[src/rtl/switch_debounce_sampler_if.sv]
// Valid/ack handshake carrying debounced switch values to the BCD converter.
interface switch_debounce_sampler_if #(
  parameter int WIDTH = 10
);
  logic [WIDTH-1:0] bin_num;
  logic             bin_valid;
  logic             bin_ack;
  logic             overrun;

  modport master (output bin_num, output bin_valid, output overrun, input bin_ack);
  modport slave  (input bin_num, input bin_valid, input overrun, output bin_ack);
endinterface

[src/rtl/switch_debounce_sampler.sv]
// Synchronises and debounces the switch bus, then offers stable changes over a
// one-deep buffered valid/ack handshake. Optional counter debounce: SW_DEBOUNCE_EN.
module switch_debounce_sampler #(
  parameter int WIDTH           = 10,
  parameter int DEBOUNCE_CYCLES = 4
) (
  input  logic                       clk,
  input  logic                       reset_n,
  input  logic [WIDTH-1:0]           sw,
  switch_debounce_sampler_if.master  bin_if
);

  typedef enum logic [0:0] {
    IDLE    = 1'b0,
    PRESENT = 1'b1
  } state_t;

  logic [WIDTH-1:0] sync1_r;
  logic [WIDTH-1:0] sync_sw_r;
  logic [WIDTH-1:0] candidate_r;
  logic [WIDTH-1:0] last_val_r;
  logic [WIDTH-1:0] bin_num_r;
  logic [WIDTH-1:0] pending_val_r;
  logic             event_done_r;
  logic             bin_valid_r;
  logic             pending_flag_r;
  logic             overrun_r;
  state_t           state_r;
  logic             settled_s;
  logic             stable_s;
  logic             change_s;

  if (DEBOUNCE_CYCLES < 1 || DEBOUNCE_CYCLES > 65535) begin : g_bad_cycles
    $error("DEBOUNCE_CYCLES out of range 1..65535");
  end

`ifdef SW_DEBOUNCE_EN
  localparam logic [15:0] CNT_MAX = 16'(DEBOUNCE_CYCLES - 1);
  logic [15:0] stable_cnt_r;

  // Counts consecutive matching samples, saturating at CNT_MAX.
  always_ff @(posedge clk or negedge reset_n) begin
    if (!reset_n) begin
      stable_cnt_r <= 16'd0;
    end else if (sync_sw_r != candidate_r) begin
      stable_cnt_r <= 16'd0;
    end else if (stable_cnt_r != CNT_MAX) begin
      stable_cnt_r <= stable_cnt_r + 16'd1;
    end else begin
      stable_cnt_r <= stable_cnt_r;
    end
  end

  assign settled_s = (stable_cnt_r == CNT_MAX);
`else
  assign settled_s = 1'b1;
`endif

  // Two-flop synchroniser for the asynchronous switch bus.
  always_ff @(posedge clk or negedge reset_n) begin
    if (!reset_n) begin
      sync1_r   <= {WIDTH{1'b0}};
      sync_sw_r <= {WIDTH{1'b0}};
    end else begin
      sync1_r   <= sw;
      sync_sw_r <= sync1_r;
    end
  end

  // event_done_r limits each candidate reload to a single stable event.
  assign stable_s = (sync_sw_r == candidate_r) && settled_s && !event_done_r;
  assign change_s = stable_s && (candidate_r != last_val_r);

  // Candidate tracking: reload on any difference, remember the event was taken.
  always_ff @(posedge clk or negedge reset_n) begin
    if (!reset_n) begin
      candidate_r  <= {WIDTH{1'b0}};
      event_done_r <= 1'b0;
    end else if (sync_sw_r != candidate_r) begin
      candidate_r  <= sync_sw_r;
      event_done_r <= 1'b0;
    end else if (stable_s) begin
      event_done_r <= 1'b1;
    end else begin
      event_done_r <= event_done_r;
    end
  end

  // Handshake FSM with one pending slot behind the presented value.
  always_ff @(posedge clk or negedge reset_n) begin
    if (!reset_n) begin
      state_r        <= IDLE;
      bin_num_r      <= {WIDTH{1'b0}};
      bin_valid_r    <= 1'b0;
      pending_val_r  <= {WIDTH{1'b0}};
      pending_flag_r <= 1'b0;
      last_val_r     <= {WIDTH{1'b0}};
      overrun_r      <= 1'b0;
    end else begin
      overrun_r <= 1'b0;
      case (state_r)
        IDLE: begin
          if (change_s) begin
            bin_num_r   <= candidate_r;
            bin_valid_r <= 1'b1;
            last_val_r  <= candidate_r;
            state_r     <= PRESENT;
          end
        end
        PRESENT: begin
          if (bin_if.bin_ack) begin
            if (pending_flag_r) begin
              bin_num_r <= pending_val_r;
              if (change_s) begin
                pending_val_r <= candidate_r;
                last_val_r    <= candidate_r;
              end else begin
                pending_flag_r <= 1'b0;
              end
            end else if (change_s) begin
              // Accepted and refilled in the same cycle: valid stays high.
              bin_num_r  <= candidate_r;
              last_val_r <= candidate_r;
            end else begin
              bin_valid_r <= 1'b0;
              state_r     <= IDLE;
            end
          end else if (change_s) begin
            pending_val_r  <= candidate_r;
            pending_flag_r <= 1'b1;
            overrun_r      <= pending_flag_r;
            last_val_r     <= candidate_r;
          end
        end
        default: begin
          state_r     <= IDLE;
          bin_valid_r <= 1'b0;
        end
      endcase
    end
  end

  assign bin_if.bin_num   = bin_num_r;
  assign bin_if.bin_valid = bin_valid_r;
  assign bin_if.overrun   = overrun_r;

endmodule
[src/flat_wrapper.sv]
// flat-port wrapper written by rule: the top's interface ports become plain ports
module switch_debounce_sampler_flat 
#(
  parameter int WIDTH           = 10,
  parameter int DEBOUNCE_CYCLES = 4
)
  (clk, reset_n, sw, bin_if_bin_num, bin_if_bin_valid, bin_if_overrun, bin_if_bin_ack);
  switch_debounce_sampler_if #(.WIDTH(WIDTH)) bin_if_i ();
  input  logic clk;
  input  logic reset_n;
  input  logic [WIDTH-1:0] sw;
  output wire logic [$bits(bin_if_i.bin_num)-1:0] bin_if_bin_num;
  output wire logic [$bits(bin_if_i.bin_valid)-1:0] bin_if_bin_valid;
  output wire logic [$bits(bin_if_i.overrun)-1:0] bin_if_overrun;
  input wire logic [$bits(bin_if_i.bin_ack)-1:0] bin_if_bin_ack;
  assign bin_if_bin_num = bin_if_i.bin_num;
  assign bin_if_bin_valid = bin_if_i.bin_valid;
  assign bin_if_overrun = bin_if_i.overrun;
  assign bin_if_i.bin_ack = bin_if_bin_ack;
  switch_debounce_sampler #(.WIDTH(WIDTH), .DEBOUNCE_CYCLES(DEBOUNCE_CYCLES)) u_core (.clk(clk), .reset_n(reset_n), .sw(sw), .bin_if(bin_if_i));
endmodule
[config.mk]
export PLATFORM = sky130hd
export DESIGN_NAME = switch_debounce_sampler_flat
export DESIGN_NICKNAME = d
export VERILOG_FILES = /design/src/rtl/switch_debounce_sampler_if.sv /design/src/rtl/switch_debounce_sampler.sv /design/src/flat_wrapper.sv
export SDC_FILE = /design/constraint.sdc
export NUM_CORES = 1
export LEC_CHECK = 0
export BUFFER_PORTS_ARGS = -buffer_cell sky130_fd_sc_hd__buf_2
export CORE_AREA = 8 8 133 98
export CTS_BUF_LIST = sky130_fd_sc_hd__clkbuf_4 sky130_fd_sc_hd__clkbuf_8
export CTS_CLUSTER_SIZE = 20
export DETAILED_ROUTE_END_ITERATION = 8
export DIE_AREA = 0 0 141 106
export PLACE_DENSITY = 0.46
export SLEW_MARGIN = 20
export SYNTH_ARGS = -nofsm -noshare
export SYNTH_HDL_FRONTEND = slang
export SYNTH_SLANG_ARGS = --single-unit
[constraint.sdc]
create_clock -name clk -period 2.15 [get_ports clk]
set_input_delay 0.1075 -clock clk [delete_from_list [all_inputs] [get_ports clk]]
set_output_delay 0.1075 -clock clk [all_outputs]
set_load 0.02 [all_outputs]
# Yosys cells after proc, flatten, opt, wreduce, memory -nomap -nowiden
# Index checks and enable logic that the tools add are counted.
# totals
reg_bits	65
output_inout_bits	12
elab_cells	52
in_bits	13
# op_classes
n_bitwise	1
n_eq_ne	8
reduce_logical	8
mux	24
# op_table
operator	n
10-bit 2-to-1 mux	7
10-bit inequality test	2
10-bit one-hot mux with 2 select lines	1
1-bit 2-to-1 mux	14
10-bit == test	1
2-bit inequality test (second input constant)	3
2-bit by 1-bit inequality test with 1-bit output (second input constant)	2
1-bit one-hot mux with 2 select lines	2
2-bit AND reduction	2
4-bit AND reduction	1
2-bit nonzero test	2
1-bit logical AND	2
1-bit zero test	1
1-bit NOT	1

# Depth between registers and ports, before layout
# logic_depth
ltp_word	7
ltp_mapped	7
ltp_nobuf	5

# Least setup slack after synthesis
# Ideal clock, no wire load.
# synth_path
path_type	flip-flop to flip-flop
startpoint	register u_core.candidate_r[4]
endpoint	register u_core.pending_val_r[0]
path_slack_ns	-0.088
synth_period_minus_slack_ns	2.238
t_arrival_ns	2.113
stages_incl_launch_ff	8
setup_ns	0.125
path_cell_list	dfrtp_1 > xnor2_1 > nand4_1 > or4_1 > buf_2 > or3_1 > buf_6 > mux2_4
# synth_between
elab_chain_len	6
# synth_lines
item	line	text
start, declared	switch_debounce_sampler.sv:20	logic [WIDTH-1:0] candidate_r;
start signal, assigned	switch_debounce_sampler.sv:77	candidate_r <= {WIDTH{1'b0}};
start signal, assigned	switch_debounce_sampler.sv:80	candidate_r <= sync_sw_r;
10-bit == test	switch_debounce_sampler.sv:71	assign stable_s = (sync_sw_r == candidate_r) && settled_s && !event_done_r;
1-bit logical AND	switch_debounce_sampler.sv:71	
1-bit logical AND (*)	switch_debounce_sampler.sv:72	assign change_s = stable_s && (candidate_r != last_val_r);
10-bit 2-to-1 mux (*)	--	
10-bit 2-to-1 mux	--	
10-bit 2-to-1 mux (*)	--	
end signal, assigned	switch_debounce_sampler.sv:95	pending_val_r <= {WIDTH{1'b0}};
end signal, assigned	switch_debounce_sampler.sv:115	pending_val_r <= candidate_r;
end signal, assigned	switch_debounce_sampler.sv:129	pending_val_r <= candidate_r;
end, declared	switch_debounce_sampler.sv:23	logic [WIDTH-1:0] pending_val_r;
# Mark *: on every way between the ends. The rest lies on a longest branch, timed or not. The select of a mux whose other input is x is not followed.
# A chain may end at the register's enable or synchronous reset.

# Worst setup path after layout
# layout_path
startpoint	register u_core.candidate_r[4]
endpoint	register u_core.pending_val_r[7]
# The elaborated chain is that of the path after synthesis.

==> flow_metrics.py <==
metrics = {
    "placed_design": {
        "dp_cells": 407,
        "globalplace.congestion": 0.7474,
        "hpwl_um": 3769,
        "io_buffers": 24,
        "dp_slack_ns": -0.04444,
    },
    "pwr": {
        "pwr-share-clk": 0.422,
        "swShare": 0.2475,
        "power_uw": 2723,
        "internal_power_uw": 2049,
        "vdd_ir_drop_max_v": 0.0003864,
        "p_seq_frac": 0.484,
        "leakage_uw": 0.001596,
        "powerDensity_mw_per_mm2": 780.9,
        "combPwrFrac": 0.093,
        "p_sw_uw": 674.1,
    },
    "setup_path": {
        "endpoint_kind": "flop",
        "crit_type": "reg2reg",
        "path_depth": 6,
        "critical_path.startpoint": "u_core.candidate_r[4]",
        "crit_family": "simple AND/OR/NAND/NOR gates",
        "r2r_start": "u_core.candidate_r[4]",
        "max_stage_delay_ns": 0.51,
        "reg2reg_to": "u_core.pending_val_r[7]",
        "cp.required_ns": 2.38,
        "arrival_ns": 2.36,
        "critPathMaxFanout": 5,
        "slowest_stage": "or4_4",
        "rrSetupSlack_ns": 0.02,
        "crit_path_end": "u_core.pending_val_r[7]",
        "path_buf_inv": 1,
        "cp_cell_sequence": "xnor2_1 > nand4_1 > or4_4 > or3_4 > buf_6 > mux2_4",
        "ff2ff_path_depth": 6,
        "startpoint_type": "flop",
    },
    "clock_network": {
        "clk_path_buf_depth": 2,
        "clock_sinks": 65,
        "worstSkewPairLatency_ns": 0.35,
        "htreeDepth": 3,
        "clock-root-buffer": "clkbuf_8",
        "cts_tree": "built",
        "cts_buffers": 9,
        "clk_pin_slew_worst_paths_ns": 0.07,
    },
    "timing": {
        "slew_violations": 0,
        "setup_tns_ns": 0,
        "min_period_over_period": 0.9915,
        "hold_ws_ns": 0.2437,
        "finalSetupViolCount": 0,
        "tightest_slew_ns": 0.4856,
        "slew-limit-headroom": 0.6755,
        "max_freq_mhz": 469.1,
        "finalCriticalPeriod_ns": 2.132,
        "hold_viol_final": 0,
        "clock-skew-final_ns": 0.007040,
        "rsz0062_at_grt": "yes",
        "finalWorstSetupSlack_ns": 0.01826,
    },
    "hold_path": {
        "hold_depth": 2,
        "hold_class": "in2reg",
    },
    "layout": {
        "layout.cells.non_filler": 437,
        "final_cell_mix": "dfrtp_1, nand2_1, buf_2",
        "n_antenna_cell": 0,
        "final_layout_size_suffix_gt1_frac": 0.3000,
        "synthToLayoutAreaGrowth_pct": 30.23,
        "fin_nets": 289,
        "final_common_cell": "dfrtp_1",
    },
    "synth": {
        "synth-compound-area-share": 0.1192,
        "ys_ff_latch": 65,
        "synthAdderAreaFrac": 0,
        "synthXorXnorAreaFrac": 0.06542,
        "synth_area_mm2": 0.002678,
        "synth_nets": 241,
        "synth-edff-count": 0,
        "synth_simple_gate_area_frac": 0.08411,
        "synth_top_area_frac": 0.6075,
        "synthArstFlopShare": 1.000,
        "synthCells": 228,
        "muxShareOfSynthArea": 0.06869,
        "synthTopCellsByArea": "dfrtp_1, mux2_4, xnor2_1",
        "synth_top_family_by_area": "compound AO/OA/AOI/OAI gates",
        "synth_ff_type": "dfrtp_1",
        "syn-mean-instance-area_um2": 11.74,
        "ys_warn_count": 0,
        "yosysTopAreaCell": "dfrtp_1",
        "synth.distinct_cells": 23,
        "yosysSeqAreaShare": 0.6075,
    },
    "die": {
        "rows": 33,
        "die_area_mm2": 0.01495,
        "die_width_um": 141,
        "fp.dieH_um": 106,
        "top_level_ports": 25,
        "core_region_area_mm2": 0.01119,
        "start_util": 0.2393,
    },
    "drt": {
        "drt_wl_total_um": 6093,
        "dr.pass1.iters": 5,
        "via_per_inst": 4.238,
        "first_iter_violations": 117,
        "vias": 1852,
        "drc": 0,
        "wl_per_cell_um": 13.94,
        "drtAntennaViolNets": 0,
    },
    "global_route": {
        "grt_max_degree": 66,
        "grt_usage": 0.08489,
        "grt_pass1_wl_um": 9936,
        "antenna_found_initial": 0,
        "overflow": 0,
        "first_global_vias": 1856,
    },
    "status": {
        "outcome": "finished clean",
    },
    "flow_run": {
        "drv_cap": 0,
    },
}
[power groups by stage]
stage               logic (µW)  clock network (µW)  registers [µW]
floorplan                 98.7                   0            1370
global placement           234                   0            1340
detailed placement         236                   0            1340
CTS                        253                1180            1320
global route               284                1230            1330
finish                     254                1150            1320
[final cells by class]
| cell class | count | area [µm²] |
|---|---|---|
| fillers | 1149 | 7702 |
| flip-flops and latches | 65 | 1627 |
| multi-input cells | 126 | 942.2 |
| repair buffers | 61 | 455.4 |
| well taps | 157 | 196.4 |
| clock buffers | 9 | 123.9 |
| clock inverters | 6 | 93.84 |
| inverters | 13 | 48.80 |
[Yosys cell counts, types with 8 or more instances]
| library cell | n |
|---|---|
| o21ai_0 | 12 |
| nand3_1 | 11 |
| xor2_1 | 8 |
| xnor2_1 | 12 |
| clkbuf_1 | 22 |
| nand2_1 | 25 |
| mux2_4 | 10 |
| inv_1 | 13 |
| a31oi_1 | 10 |
| a22oi_1 | 11 |
| dfrtp_1 | 65 |
| a222oi_1 | 10 |
[through the flow]
step	cell area [µm²]	util
2_1_floorplan	2680	-
3_3_place_gp	3079	0.2752
3_5_place_dp	3079	0.2752
4_1_cts	3438	0.3073
5_1_grt	3487	0.3116
6_report	3487	0.3116
[flip-flops by register name, indices dropped and copies added, names as in the netlist, 10 cells and up]
name and flops:
u_core.last_val_r 10, u_core.candidate_r 10, u_core.pending_val_r 10, u_core.bin_if.bin_num 10, u_core.sync_sw_r 10, u_core.sync1_r 10
[how the worst min path moves through the flow]
stage | endpoint | from
after floorplan | u_core.bin_if.bin_num[0] | reset_n
after global placement | u_core.pending_flag_r | reset_n
after detailed placement | u_core.pending_flag_r | reset_n
after CTS | u_core.bin_if.overrun | bin_if_bin_ack
after global routing | u_core.bin_if.overrun | bin_if_bin_ack
final | u_core.bin_if.overrun | bin_if_bin_ack
[kinds of logic (layout without fill, tap and decap cells)]
| logic type | Yosys count | after routing |
|---|---|---|
| flops | 65 | 65 |
| xor+xnor | 20 | 20 |
| buf+inv | 37 | 89 |
| mux | 13 | 13 |
| simple gates | 48 | 48 |
| compound gates | 45 | 45 |
[repair_timing]
action,4_1_cts,5_1_grt
cloned,1,1
pin swaps,3,4
buffers inserted,1,1
hold buffers,11,0
endpoints found under the hold margin,75,0
endpoints found under the setup margin,10,23
resized for setup,5,7
[layer usage]
layer / vias up / wire length (µm) / global-route usage
met3: 9 / 318 / 0.03402
li1: 898 / - / -
met2: 47 / 2399 / 0.1103
met1: 898 / 3315 / 0.1233
met4: 0 / 59 / 0.02752
met5: - / 0 / 0
No activity file was read; power rests on OpenSTA's default activity.
